### src/rtl/ryu_palette_pkg.sv
// Shared types and constants for the palette encoder.
// Covers the colour struct, the data widths and the FSM state encoding.
package ryu_palette_pkg;

    localparam int          PAL_ENTRIES             = 16;
    localparam int          IDX_W                   = 4;
    localparam int          DIST_W                  = 6;
    localparam logic [11:0] DEFAULT_TRANSPARENT_KEY = 12'hF0F;

    typedef struct packed {
        logic [3:0] r;
        logic [3:0] g;
        logic [3:0] b;
    } rgb12_t;

    typedef enum logic [1:0] {
        ST_IDLE = 2'd0,
        ST_SCAN = 2'd1,
        ST_DONE = 2'd2
    } enc_state_e;

    function automatic logic [3:0] absdiff4(input logic [3:0] a, input logic [3:0] b);
        return (a >= b) ? (a - b) : (b - a);
    endfunction

endpackage

### src/rtl/ryu_color_dist.sv
// Combinational sum of absolute channel differences between two 12-bit colours.
// The result is at most 45, so it fits in 6 bits without overflow.
module ryu_color_dist
    import ryu_palette_pkg::*;
(
    input  rgb12_t              a_i,
    input  rgb12_t              b_i,
    output logic [DIST_W-1:0]   dist_o
);

    // Widen each 4-bit term to 6 bits before summing.
    always_comb begin
        dist_o = {2'b00, absdiff4(a_i.r, b_i.r)}
               + {2'b00, absdiff4(a_i.g, b_i.g)}
               + {2'b00, absdiff4(a_i.b, b_i.b)};
    end

endmodule

### src/rtl/ryu_palette_encoder.sv
// Nearest-colour encoder: scans a 16-entry runtime palette one entry per clock
// and returns the index with the smallest distance (lowest index wins ties).
module ryu_palette_encoder
    import ryu_palette_pkg::*;
#(
    parameter bit          SKIP_TRANSPARENT = 1'b1,
    parameter logic [11:0] TRANSPARENT_KEY  = DEFAULT_TRANSPARENT_KEY
) (
    input  logic              Clk,
    input  logic              Reset,
    input  logic              pal_we,
    input  logic [IDX_W-1:0]  pal_addr,
    input  logic [11:0]       pal_wdata,
    input  logic              in_valid,
    input  logic [11:0]       in_rgb,
    output logic              in_ready,
    output logic              out_valid,
    input  logic              out_ready,
    output logic [IDX_W-1:0]  out_index,
    output logic [DIST_W-1:0] out_dist
);

    localparam logic [IDX_W-1:0] K_START = SKIP_TRANSPARENT ? 4'd1 : 4'd0;

    rgb12_t              pal_q [PAL_ENTRIES];
    enc_state_e          state_q;
    rgb12_t              rgb_q;
    logic [IDX_W-1:0]    k_q;
    logic [IDX_W-1:0]    best_idx_q;
    logic [DIST_W-1:0]   best_dist_q;
    logic                out_valid_q;
    logic [IDX_W-1:0]    out_index_q;
    logic [DIST_W-1:0]   out_dist_q;
    logic [DIST_W-1:0]   dist_d;
    logic                better_d;

    // Palette registers; writes land at the next edge regardless of FSM state.
    always_ff @(posedge Clk or posedge Reset) begin
        if (Reset) begin
            for (int i = 0; i < PAL_ENTRIES; i++) begin
                pal_q[i] <= rgb12_t'(12'h000);
            end
        end else if (pal_we) begin
            pal_q[pal_addr] <= rgb12_t'(pal_wdata);
        end
    end

    ryu_color_dist u_dist (
        .a_i    (rgb_q),
        .b_i    (pal_q[k_q]),
        .dist_o (dist_d)
    );

    assign better_d = (dist_d < best_dist_q);

    // Encoder FSM with registered result outputs.
    always_ff @(posedge Clk or posedge Reset) begin
        if (Reset) begin
            state_q     <= ST_IDLE;
            rgb_q       <= rgb12_t'(12'h000);
            k_q         <= 4'd0;
            best_idx_q  <= 4'd0;
            best_dist_q <= 6'd63;
            out_valid_q <= 1'b0;
            out_index_q <= 4'd0;
            out_dist_q  <= 6'd0;
        end else begin
            case (state_q)
                ST_IDLE: begin
                    if (in_valid) begin
                        rgb_q       <= rgb12_t'(in_rgb);
                        best_idx_q  <= 4'd0;
                        best_dist_q <= 6'd63;
                        if (SKIP_TRANSPARENT && (in_rgb == TRANSPARENT_KEY)) begin
                            best_dist_q <= 6'd0;
                            state_q     <= ST_DONE;
                        end else begin
                            k_q     <= K_START;
                            state_q <= ST_SCAN;
                        end
                    end
                end
                ST_SCAN: begin
                    if (better_d) begin
                        best_idx_q  <= k_q;
                        best_dist_q <= dist_d;
                    end
                    k_q <= k_q + 4'd1;
                    if (k_q == 4'd15) begin
                        out_valid_q <= 1'b1;
                        out_index_q <= better_d ? k_q : best_idx_q;
                        out_dist_q  <= better_d ? dist_d : best_dist_q;
                        state_q     <= ST_DONE;
                    end
                end
                ST_DONE: begin
                    // The transparent fast path enters here without a result yet.
                    if (!out_valid_q) begin
                        out_valid_q <= 1'b1;
                        out_index_q <= best_idx_q;
                        out_dist_q  <= best_dist_q;
                    end else if (out_ready) begin
                        out_valid_q <= 1'b0;
                        state_q     <= ST_IDLE;
                    end
                end
                default: begin
                    state_q     <= ST_IDLE;
                    out_valid_q <= 1'b0;
                end
            endcase
        end
    end

    assign in_ready  = (state_q == ST_IDLE);
    assign out_valid = out_valid_q;
    assign out_index = out_index_q;
    assign out_dist  = out_dist_q;

endmodule

### config.mk
export PLATFORM = sky130hd
export DESIGN_NAME = ryu_palette_encoder
export DESIGN_NICKNAME = d
export VERILOG_FILES = /design/src/rtl/ryu_palette_pkg.sv /design/src/rtl/ryu_color_dist.sv /design/src/rtl/ryu_palette_encoder.sv
export SDC_FILE = /design/constraint.sdc
export NUM_CORES = 1
export LEC_CHECK = 0
export ABC_AREA = 0
export CAP_MARGIN = 40
export CORE_MARGIN = 2
export CORE_UTILIZATION = 55
export CTS_CLUSTER_DIAMETER = 40
export DETAILED_ROUTE_END_ITERATION = 8
export MAX_ROUTING_LAYER = met4
export PLACE_DENSITY = 0.83
export SKIP_CTS_REPAIR_TIMING = 1
export SLEW_MARGIN = 20
export SYNTH_ARGS = -nofsm -noshare
export SYNTH_HDL_FRONTEND = slang
export SYNTH_SLANG_ARGS = --single-unit
### constraint.sdc
create_clock -name Clk -period 21.2 [get_ports Clk]
set_input_delay 4.24 -clock Clk [delete_from_list [all_inputs] [get_ports Clk]]
set_output_delay 4.24 -clock Clk [all_outputs]
set_load 0.01 [all_outputs]
==> results_dict.tcl <==
set metrics [dict create \
    crit_path_max_fanout 31 \
    yosysUniqueCellTypes 44 \
    grt_pass1_wl_um 40900 \
    die-area_um2 22400 \
    track_usage_pct 24.5 \
    clockBufferDepth 3 \
    routed_via_density 6.19 \
    cts-root-buf "clkbuf_16" \
    avgSynthCellArea_um2 14.5 \
    rsz0062_at_grt "false" \
    period_minus_slack_ps 7280 \
    fin_ws_ps 13920 \
    critical_path_class "flop to flop" \
    reg2regPathDepth 21 \
    place_area_um2 12600 \
    drc 0 \
    rows 53 \
    synth.most_common_cell "dfrtp_1" \
    synthCells 809 \
    synth-seq-cells 231 \
    max_stage_delay_ps 830 \
    r2r_end "out_index[1]" \
    reg2reg_slack_ps 13920 \
    yosys.area.top_type "dfrtp_1" \
    async_reset_ff_share_pct 100 \
    final_nets 933 \
    hold_path.class "flop to flop" \
    clock_skew_ps 23.9 \
    syn-cell-area_um2 11700 \
    synthFlopType "dfrtp_1" \
    fin_setup_tns_ps 0 \
    grt_start_max_net_pins 99 \
    worst_pin_slew_ps 834 \
    startpoint_type "flop" \
    drv_slew 0 \
    initial_utilization_pct 55.8 \
    synthTopCellsByCount "225 x dfrtp_1, 207 x mux2_2, 38 x ha_1, 35 x inv_1, 33 x mux4_2" \
    cts_tree "built" \
    synthTopCellsByArea "dfrtp_1 48%, mux2_2 20%, mux4_2 6.4%, mux4_1 6.1%, ha_1 4.1%" \
    clk_pin_slew_ps 60 \
    first_iter_violations 467 \
    area_delta_synth_final_pct 15.5 \
    grt_pass1_vias 7372 \
    ant_nets 0 \
    maxSlewHeadroom_pct 44.2 \
    grt_antenna_before_repair 1 \
    hp-start "pal_q[40]" \
    synth-edff-count 0 \
    setup-violations-final 0 \
    dpl.hpwl_um 16400 \
    cp.required_ps 21620 \
    min_period_over_period_pct 34.4 \
    num_io_pins 45 \
    drt-wirelength-per-cell_um 22.4 \
    clk_latency_ps 560 \
    critical_path.cell_chain "buf_4 > mux4_1 > mux4_2 > ha_1 > inv_1 > fa_1 > a21oi_1 > o21ai_0 > mux2_2 > fa_1 > fa_1 > a21o_1 > a21oi_1 > xor2_1 > ha_1 > nand2_1 > o21ai_0 > a211oi_2 > buf_6 > mux2i_1 > a21oi_1" \
    ys_seq_area_share_pct 49.5 \
    final_cells 1149 \
    grt_use_met3_pct 3.66 \
    syn_nets 888 \
    via_count 7107 \
    drive_gt1_share_pct 39.4 \
    cts_made_buffers 27 \
    fp.dieW_um 150 \
    drt_wl_total_um 25700 \
    fmax_mhz 137 \
    hold_viol 0 \
    gp_congestion 0.812 \
    hold_depth 1 \
    grtUsageMet1_pct 31.1 \
    end_kind "flop" \
    crit-reg2reg-launch "k_q[0]" \
    port_buffers 44 \
    coreArea_um2 21000 \
    overflow 0 \
    dp.cells 1098 \
    clock_sinks 231 \
    top_usage_layer "met2" \
    met2_usage_pct 40.7 \
    yosysTopAreaCellShare_pct 48.1 \
    crit_arrival_ps 7700 \
    design_area_um2 13500 \
    status "finished clean" \
    pre_cts_ws_ps 13970 \
    fp.dieH_um 150 \
    max_cap_viol_count 0 \
    htreeDepth 1 \
    slowest_stage "dfrtp_2" \
    ys_warn_count 0 \
    drt_first_pass_iters 5 \
    worstHoldEndpoint "pal_q[40]" \
]
## how the worst max path moves through the flow
stage | from | endpoint | slack, ps | depth (start not counted)
6_report | k_q[0] | out_index[1] | 13920 | 21
5_1_grt | k_q[0] | out_index[2] | 13480 | 21
4_1_cts | k_q[0] | out_index[0] | 13950 | 21
3_5_place_dp | k_q[0] | out_index[1] | 13970 | 21
3_3_place_gp | k_q[0] | out_index[3] | 13890 | 20
2_1_floorplan | Reset | best_idx_q[0] | 10640 | 1
## worst max-delay path: cells and delay by family (launching register included)
| family | cells | cell delay [ps] |
|---|---|---|
| fa+ha+maj | 5 | 1650 |
| compound gates | 7 | 1570 |
| buf+inv | 3 | 910 |
| mux | 4 | 1800 |
| xor+xnor | 1 | 270 |
| flops | 1 | 830 |
| simple gates | 1 | 80 |
## registers in the layout (all words and copies together), names as in the netlist
register     flops
pal_q          192
best_dist_q      6
out_index        4
k_q              4
rgb_q           12
state_q          2
best_idx_q       4
out_valid        1
out_dist         6
## per-layer routing
metal	up-vias	routed length (µm)
met1	3764	10600
met3	55	1170
met2	196	13200
met4	0	719
met5	-	0
li1	3092	-
## cell type report
type / instances / area (µm²)
Tap cell: 275 / 344
Clock buffer: 33 / 738
Fill cell: 1499 / 7450
Multi-Input combinational cell: 480 / 5550
Sequential cell: 231 / 5790
Inverter: 44 / 173
Timing Repair Buffer: 70 / 736
Antenna cell: 1 / 2.50
Clock inverter: 15 / 171
## layout by cell type, fill, tap and decap left out, types with 5 or more instances in the layout
master and count:
mux2_2 207, mux2i_1 14, o21ai_0 9, a221o_1 9, a21o_1 10, dfstp_2 6, dfrtp_1 223, clkbuf_16 27
ha_1 38, a21oi_1 32, nor2_1 16, nand3_1 6, nand2_1 18, nor3_2 5, fa_1 8, xor2_1 6
clkdlybuf4s50_1 44, inv_1 34, buf_4 13, mux4_1 27, mux4_2 33, inv_2 9
## cell families (layout without fill, tap and decap cells)
kind of cell	count (synthesis)	after routing	share of synthesized area, %
xor gates and xnor gates	10	10	0.749
other	0	1	0
AOI/OAI and AO/OA	75	75	4.25
buffers and inverters	98	162	3.69
and+or+nand+nor	68	68	2.82
adders and majority gates	46	46	5.44
DFF	231	231	49.5
muxes	281	281	33.6
## per-stage QoR
stage / hold WS, ps / utilization, %
finish: 499 / 64.4
detailed placement: 488 / 60.0
CTS: 502 / 64.3
floorplan: 470 / -
global route: 519 / 64.4
global placement: 480 / 59.1
Power is not shown: default switching activity piles up to over one toggle a cycle in this logic, so the estimate is an artifact.
